### src/rtl/phase_offset_nco_pkg.sv
// Shared constants, state encoding and step clamp for the phase-offset NCO.
// Latency: n/a (types, constants and a combinational helper only).
// Backpressure: n/a.
package phase_offset_nco_pkg;

  // Phase units are 1/512 rad, so pi is 1608 units.
  localparam int PHASE_W = 32;
  localparam int PI_VAL  = 1608;
  localparam int TWO_PI  = 2 * PI_VAL;

  // The largest and smallest step that the NCO will accept.
  localparam logic signed [PHASE_W-1:0] STEP_MAX = PHASE_W'(PI_VAL - 1);
  localparam logic signed [PHASE_W-1:0] STEP_MIN = PHASE_W'(-PI_VAL);

  typedef enum logic {
    IDLE   = 1'b0,
    LOCKED = 1'b1
  } nco_state_e;

  // Limit a requested step to [-pi, pi-1]. This bound means a single wrap
  // correction is always enough in the accumulator.
  function automatic logic [PHASE_W-1:0] clamp_step(input logic signed [PHASE_W-1:0] x);
    logic [PHASE_W-1:0] r;
    if (x > STEP_MAX) begin
      r = STEP_MAX;
    end else if (x < STEP_MIN) begin
      r = STEP_MIN;
    end else begin
      r = x;
    end
    return r;
  endfunction

endpackage

### src/rtl/phase_offset_nco_phase_wrap_add.sv
// Signed phase add with a single wrap into [-pi, pi).
// Latency: combinational, zero cycles.
// Backpressure: none; the output follows the inputs directly.
module phase_wrap_add
  import phase_offset_nco_pkg::*;
(
  input  logic [PHASE_W-1:0] a_i,
  input  logic [PHASE_W-1:0] b_i,
  output logic [PHASE_W-1:0] sum_o
);

  localparam logic signed [PHASE_W:0] PI_33     = (PHASE_W+1)'(PI_VAL);
  localparam logic signed [PHASE_W:0] TWO_PI_33 = (PHASE_W+1)'(TWO_PI);

  logic signed [PHASE_W:0] sum_raw;
  logic signed [PHASE_W:0] sum_wrapped;

  // Sign-extended add, then fold back into one period.
  always_comb begin
    sum_raw = $signed({a_i[PHASE_W-1], a_i}) + $signed({b_i[PHASE_W-1], b_i});
    if (sum_raw >= PI_33) begin
      sum_wrapped = sum_raw - TWO_PI_33;
    end else if (sum_raw < -PI_33) begin
      sum_wrapped = sum_raw + TWO_PI_33;
    end else begin
      sum_wrapped = sum_raw;
    end
    sum_o = sum_wrapped[PHASE_W-1:0];
  end

endmodule

### src/rtl/phase_offset_nco.sv
// NCO that tags each sample with a wrapped CFO rotation angle after preamble lock.
// Latency: 1 cycle from sample_in_strobe to sample_out_strobe.
// Backpressure: none. Macro PHASE_NCO_RELOCK_EN lets a detect re-lock while LOCKED.
module phase_offset_nco
  import phase_offset_nco_pkg::*;
#(
  parameter logic [31:0] MAX_SAMPLES = 32'd65535
) (
  input  logic        clock,
  input  logic        reset,
  input  logic        enable,
  input  logic [31:0] sample_in,
  input  logic        sample_in_strobe,
  input  logic        short_preamble_detected,
  input  logic [31:0] phase_offset,
  input  logic        clear,
  output logic [31:0] sample_out,
  output logic        sample_out_strobe,
  output logic [31:0] phase_out,
  output logic        locked
);

  nco_state_e         state_q, state_d;
  logic [PHASE_W-1:0] step_q, step_d;
  logic [PHASE_W-1:0] acc_q, acc_d;
  logic [31:0]        cnt_q, cnt_d;
  logic [31:0]        sout_q, sout_d;
  logic               sstb_q, sstb_d;
  logic [PHASE_W-1:0] phase_q, phase_d;

  logic [PHASE_W-1:0] acc_next;
  logic               detect_ok;
  logic               timeout_hit;

  phase_wrap_add u_wrap (
    .a_i   (acc_q),
    .b_i   (step_q),
    .sum_o (acc_next)
  );

`ifdef PHASE_NCO_RELOCK_EN
  assign detect_ok = short_preamble_detected;
`else
  assign detect_ok = short_preamble_detected && (state_q == IDLE);
`endif

  // The last sample before timeout is still tagged with its phase.
  assign timeout_hit = (MAX_SAMPLES != 32'd0) && (cnt_q == MAX_SAMPLES - 32'd1);

  // Next-state: output capture first, then clear > detect > accumulate.
  always_comb begin
    state_d = state_q;
    step_d  = step_q;
    acc_d   = acc_q;
    cnt_d   = cnt_q;
    sout_d  = sout_q;
    phase_d = phase_q;
    sstb_d  = 1'b0;

    // A sample always leaves with the pre-update phase (0 outside LOCKED).
    if (sample_in_strobe) begin
      sstb_d  = 1'b1;
      sout_d  = sample_in;
      phase_d = (state_q == LOCKED) ? acc_q : '0;
    end

    if (clear) begin
      state_d = IDLE;
      step_d  = '0;
      acc_d   = '0;
      cnt_d   = '0;
    end else if (detect_ok) begin
      state_d = LOCKED;
      step_d  = clamp_step(phase_offset);
      acc_d   = '0;
      cnt_d   = '0;
    end else if ((state_q == LOCKED) && sample_in_strobe) begin
      if (timeout_hit) begin
        state_d = IDLE;
        step_d  = '0;
        acc_d   = '0;
        cnt_d   = '0;
      end else begin
        acc_d = acc_next;
        cnt_d = cnt_q + 32'd1;
      end
    end
  end

  // State register; enable low freezes everything except the output strobe.
  always_ff @(posedge clock) begin
    if (!reset) begin
      state_q <= IDLE;
      step_q  <= '0;
      acc_q   <= '0;
      cnt_q   <= '0;
      sout_q  <= '0;
      sstb_q  <= 1'b0;
      phase_q <= '0;
    end else if (enable) begin
      state_q <= state_d;
      step_q  <= step_d;
      acc_q   <= acc_d;
      cnt_q   <= cnt_d;
      sout_q  <= sout_d;
      sstb_q  <= sstb_d;
      phase_q <= phase_d;
    end else begin
      sstb_q <= 1'b0;
    end
  end

  assign sample_out        = sout_q;
  assign sample_out_strobe = sstb_q;
  assign phase_out         = phase_q;
  assign locked            = (state_q == LOCKED);

endmodule
### config.mk
export PLATFORM = sky130hd
export DESIGN_NAME = phase_offset_nco
export DESIGN_NICKNAME = d
export VERILOG_FILES = /design/src/rtl/phase_offset_nco_pkg.sv /design/src/rtl/phase_offset_nco_phase_wrap_add.sv /design/src/rtl/phase_offset_nco.sv
export SDC_FILE = /design/constraint.sdc
export NUM_CORES = 1
export LEC_CHECK = 0
export ABC_AREA = 1
export CORE_MARGIN = 2
export CORE_UTILIZATION = 50
export CTS_CLUSTER_DIAMETER = 120
export DETAILED_ROUTE_END_ITERATION = 10
export HOLD_SLACK_MARGIN = 0.03
export PLACE_DENSITY = 0.82
export SYNTH_ARGS = -nofsm -noshare
export SYNTH_HDL_FRONTEND = slang
export SYNTH_SLANG_ARGS = --single-unit
### constraint.sdc
create_clock -name clock -period 6.4 [get_ports clock]
set_input_delay 1.28 -clock clock [delete_from_list [all_inputs] [get_ports clock]]
set_output_delay 1.28 -clock clock [all_outputs]
set_load 0.02 [all_outputs]
==> flow_summary_export.csv <==
group,metric,value,unit
status,status,"finished clean",
layout,area_delta_synth_final,18.7,%
layout,antenna_cells,0,
critical_path,crit_top_cell,"nand2_1",
drt,wl_met3,2.77,mm
yosys,syn_avg_cell_area,5.98,um^2
clocking,cts-root-buf,"clkbuf_16",
critical_path,ff2ff_setup_slack,2.52,ns
clocking,clock_path_buffers,2,
drt,drc,0,
yosys,synth_cell_types,53,
critical_path,regToRegStartpoint,"step_q[0]$_SDFFE_PN0P_",
sta,rsz0062_at_grt,"no",
clocking,clock-sinks,162,
critical_path,cp.depth,19,
power_and_ir_drop,pwr_density_cell,225,nW/um^2
sta,hold_ws,0.462,ns
clocking,htreeDepth,4,
floorplan,die_area,23500,um^2
floorplan,start_util,0.511,
drt,via_count,12300,
critical_path,worstPathCellList,"ha_1 -> fa_1 -> nand2_1 -> nand2_1 -> nand3_1 -> nand2_1 -> nand2_1 -> nand2_1 -> nand2_1 -> nand3_1 -> nand2_1 -> nand4_1 -> nor2_1 -> nand3_4 -> nand2_4 -> o21ai_0 -> inv_1 -> nand2_1 -> a21oi_1",
critical_path,max_stage_delay,0.48,ns
layout,fill_cells,2106,
yosys,synth_edf_count,0,
floorplan,die_y,153,um
layout,nets,2082,
global_routing,track_usage,0.287,
global_routing,grt_pass1_vias,11300,
drt,finalWirelength,34.3,mm
sta,clock.fmax,258,MHz
sta,slew_violations,0,
global_routing,antenna_found_initial,0,
critical_path,cp.required,6.76,ns
critical_path,path_buf_inv,1,
clocking,worstSkewPairLatency,0.44,ns
layout,multi_input_area,6810,um^2
yosys,syn_inst,1863,
placed_design,hpwl,26.6,mm
placed_design,dpl_worst_slack,2.15,ns
global_routing,grt_pass1_wl,55.4,mm
global_routing,grt_overflow,0,
sta,period_share,0.606,
clocking,clkTransAtPathRegs,0.07,ns
sta,setup_viol,0,
layout,register_area,3240,um^2
sta,tns,0,ns
placed_design,gp_congestion,0.988,
yosys,synth.yosys.warnings,0,
sta,slew_headroom,0.355,
power_and_ir_drop,p_leak,5.97,nW
yosys,async_flop_share,0,
sta,fin_crit,3.88,ns
clocking,post_cts_buffers,0,
critical_path,crit_type,"flip-flop to flip-flop",
critical_path,worstPathMaxFanout,46,
critical_path,endpoint_kind,"flip-flop",
clocking,hold_buffers,0,
critical_path,critical_path.startpoint,"step_q[0]$_SDFFE_PN0P_",
global_routing,grt_max_degree,56,
yosys,ys_seq_area_frac,0.291,
layout,final_cell_mix,"640 x nand2_1, 234 x nor2_1, 215 x inv_1",
drt,top_layer_used,"met4",
yosys,synth_flop_cell,"dfxtp_1",
sta,max_slew.worst_pin.slew,0.966,ns
drt,drt_pass1_iterations,6,
critical_path,critPathSlowestCell,"nand2_1",
critical_path,ff2ff_path_depth,19,
critical_path,worstSetupStartpointType,"flip-flop",
drt,drt-met1-wl,15.2,mm
placed_design,io_buffers,135,
critical_path,crit_arrival,4.24,ns
drt,vias_per_cell,5.41,
critical_path,path_delay_family,"simple AND/OR/NAND/NOR gates",
clocking,cts_buffers,17,
layout,drive_gt1_frac,0.0518,
hold_path,hp-class,"flip-flop to flip-flop",
clocking,post_cts_resize_count,0,
sta,worst_slack,2.52,ns
drt,wl_met2,15.6,mm
floorplan,io_pins,136,
clocking,cts_tree,"done",
layout,layout_commonest_cell,"nand2_1",
sta,finClkSkew,0.0109,ns
drt,final_antenna_net_count,0,
critical_path,regToRegEndpoint,"acc_q[21]$_SDFFE_PN0P_",
drt,avgRoutedWirePerCell,15.1,um
run,cap_violations,0,
floorplan,die_w,153,um
yosys,synth.net_count,1971,
yosys,ys_ff_latch,162,
sta,hold_viol,0,
power_and_ir_drop,peakVddDrop,184,uV
critical_path,critPathCapture,"acc_q[21]$_SDFFE_PN0P_",
drt,drtIter0Drc,994,
yosys,syn_area,11100,um^2
floorplan,rows,54,
floorplan,core,21800,um^2
-- cell usage after synthesis (3+ instances only) --
library cell  count  area [um^2]
a21oi_1         113          566
a31oi_1           3         18.8
and2_1            5         31.3
and3_1            3         18.8
buf_2             3         15.0
buf_4             5         37.5
buf_6             5         56.3
clkbuf_1         36          135
dfxtp_1         162         3240
ha_1             37          463
inv_1           216          811
inv_2             3         11.3
nand2_1         641         2410
nand2_2          14         87.6
nand2_4           3         33.8
nand3_1         114          571
nand3_2          10          100
nand3b_1          3         22.5
nand4_1          37          231
nor2_1          235          882
nor2_2           11         68.8
nor2_4            3         33.8
nor3_1           22          110
nor3b_1           3         22.5
nor4_1           14         87.6
o21a_1            4         30.0
o21ai_0          88          440
o21ai_1          11         55.1
or2_2             3         18.8
xnor2_1           4         35.0
xor2_1           23          201
-- layer usage --
layer / track usage / vias to the layer above
met5: 0 / -
met4: 0.0913 / 0
met3: 0.0386 / 59
met2: 0.476 / 480
met1: 0.387 / 5564
li1: - / 6156
-- worst reg2reg max path, delay by kind of cell, from the launching register on --
family          cells  cell delay, ns
compound gates      2            0.33
fa+ha+maj           2            0.71
buf+inv             1            0.07
flops               1            0.32
simple gates       14            2.37
-- metrics by stage --
stage	power, W	cells	cell area (um^2)	utilization
2_1_floorplan	0.00176	1863	11100	-
3_3_place_gp	0.00196	2235	12700	0.580
4_1_cts	0.00297	2267	13200	0.606
6_report	0.00298	2267	13200	0.606
5_1_grt	0.00313	2267	13200	0.606
3_5_place_dp	0.00198	2235	12700	0.580
-- final cells by class --
type | count | area share
inverter | 222 | 0.0632
timing repair buffer | 143 | 0.107
sequential | 162 | 0.245
tap | 280 | 0.0265
multi-input combinational | 1428 | 0.515
clock buffer | 18 | 0.0324
clock inverter | 14 | 0.0109
-- how the worst min path moves through the flow --
| stage | endpoint | cells after the start | from | slack [ns] |
|---|---|---|---|---|
| floorplan | step_q[0]$_SDFFE_PN0P_ | 2 | step_q[0]$_SDFFE_PN0P_ | 0.43 |
| global placement | phase_out[14]$_SDFFE_PN0P_ | 2 | phase_out[14]$_SDFFE_PN0P_ | 0.45 |
| detailed placement | phase_out[4]$_SDFFE_PN0P_ | 2 | phase_out[4]$_SDFFE_PN0P_ | 0.46 |
| CTS | phase_out[4]$_SDFFE_PN0P_ | 2 | phase_out[4]$_SDFFE_PN0P_ | 0.47 |
| global route | phase_out[8]$_SDFFE_PN0P_ | 2 | phase_out[8]$_SDFFE_PN0P_ | 0.49 |
| finish | phase_out[28]$_SDFFE_PN0P_ | 2 | phase_out[28]$_SDFFE_PN0P_ | 0.46 |
-- registers in the layout, indices dropped and copies added (netlist names) --
name               cells
cnt_q                 32
locked                 1
sample_out            32
step_q                32
phase_out             32
acc_q                 32
sample_out_strobe      1
-- power breakdown --
part           switching [W]  internal (W)
clock               0.000486      0.000518
sequential         0.0000361       0.00104
combinational       0.000584      0.000311
-- logic make-up (layout without fill, tap and decap cells) --
group                    count (synthesis)  after routing  share of synthesized area
buffers and inverters                  273            397                     0.0985
AO/OA/AOI/OAI                          233            233                      0.111
AND/OR/NAND/NOR                       1126           1126                      0.429
adder cells (fa/ha/maj)                 38             38                     0.0433
XOR/XNOR                                31             31                     0.0271
flip-flops                             162            162                      0.291
Power figures use the tool's default switching activity.
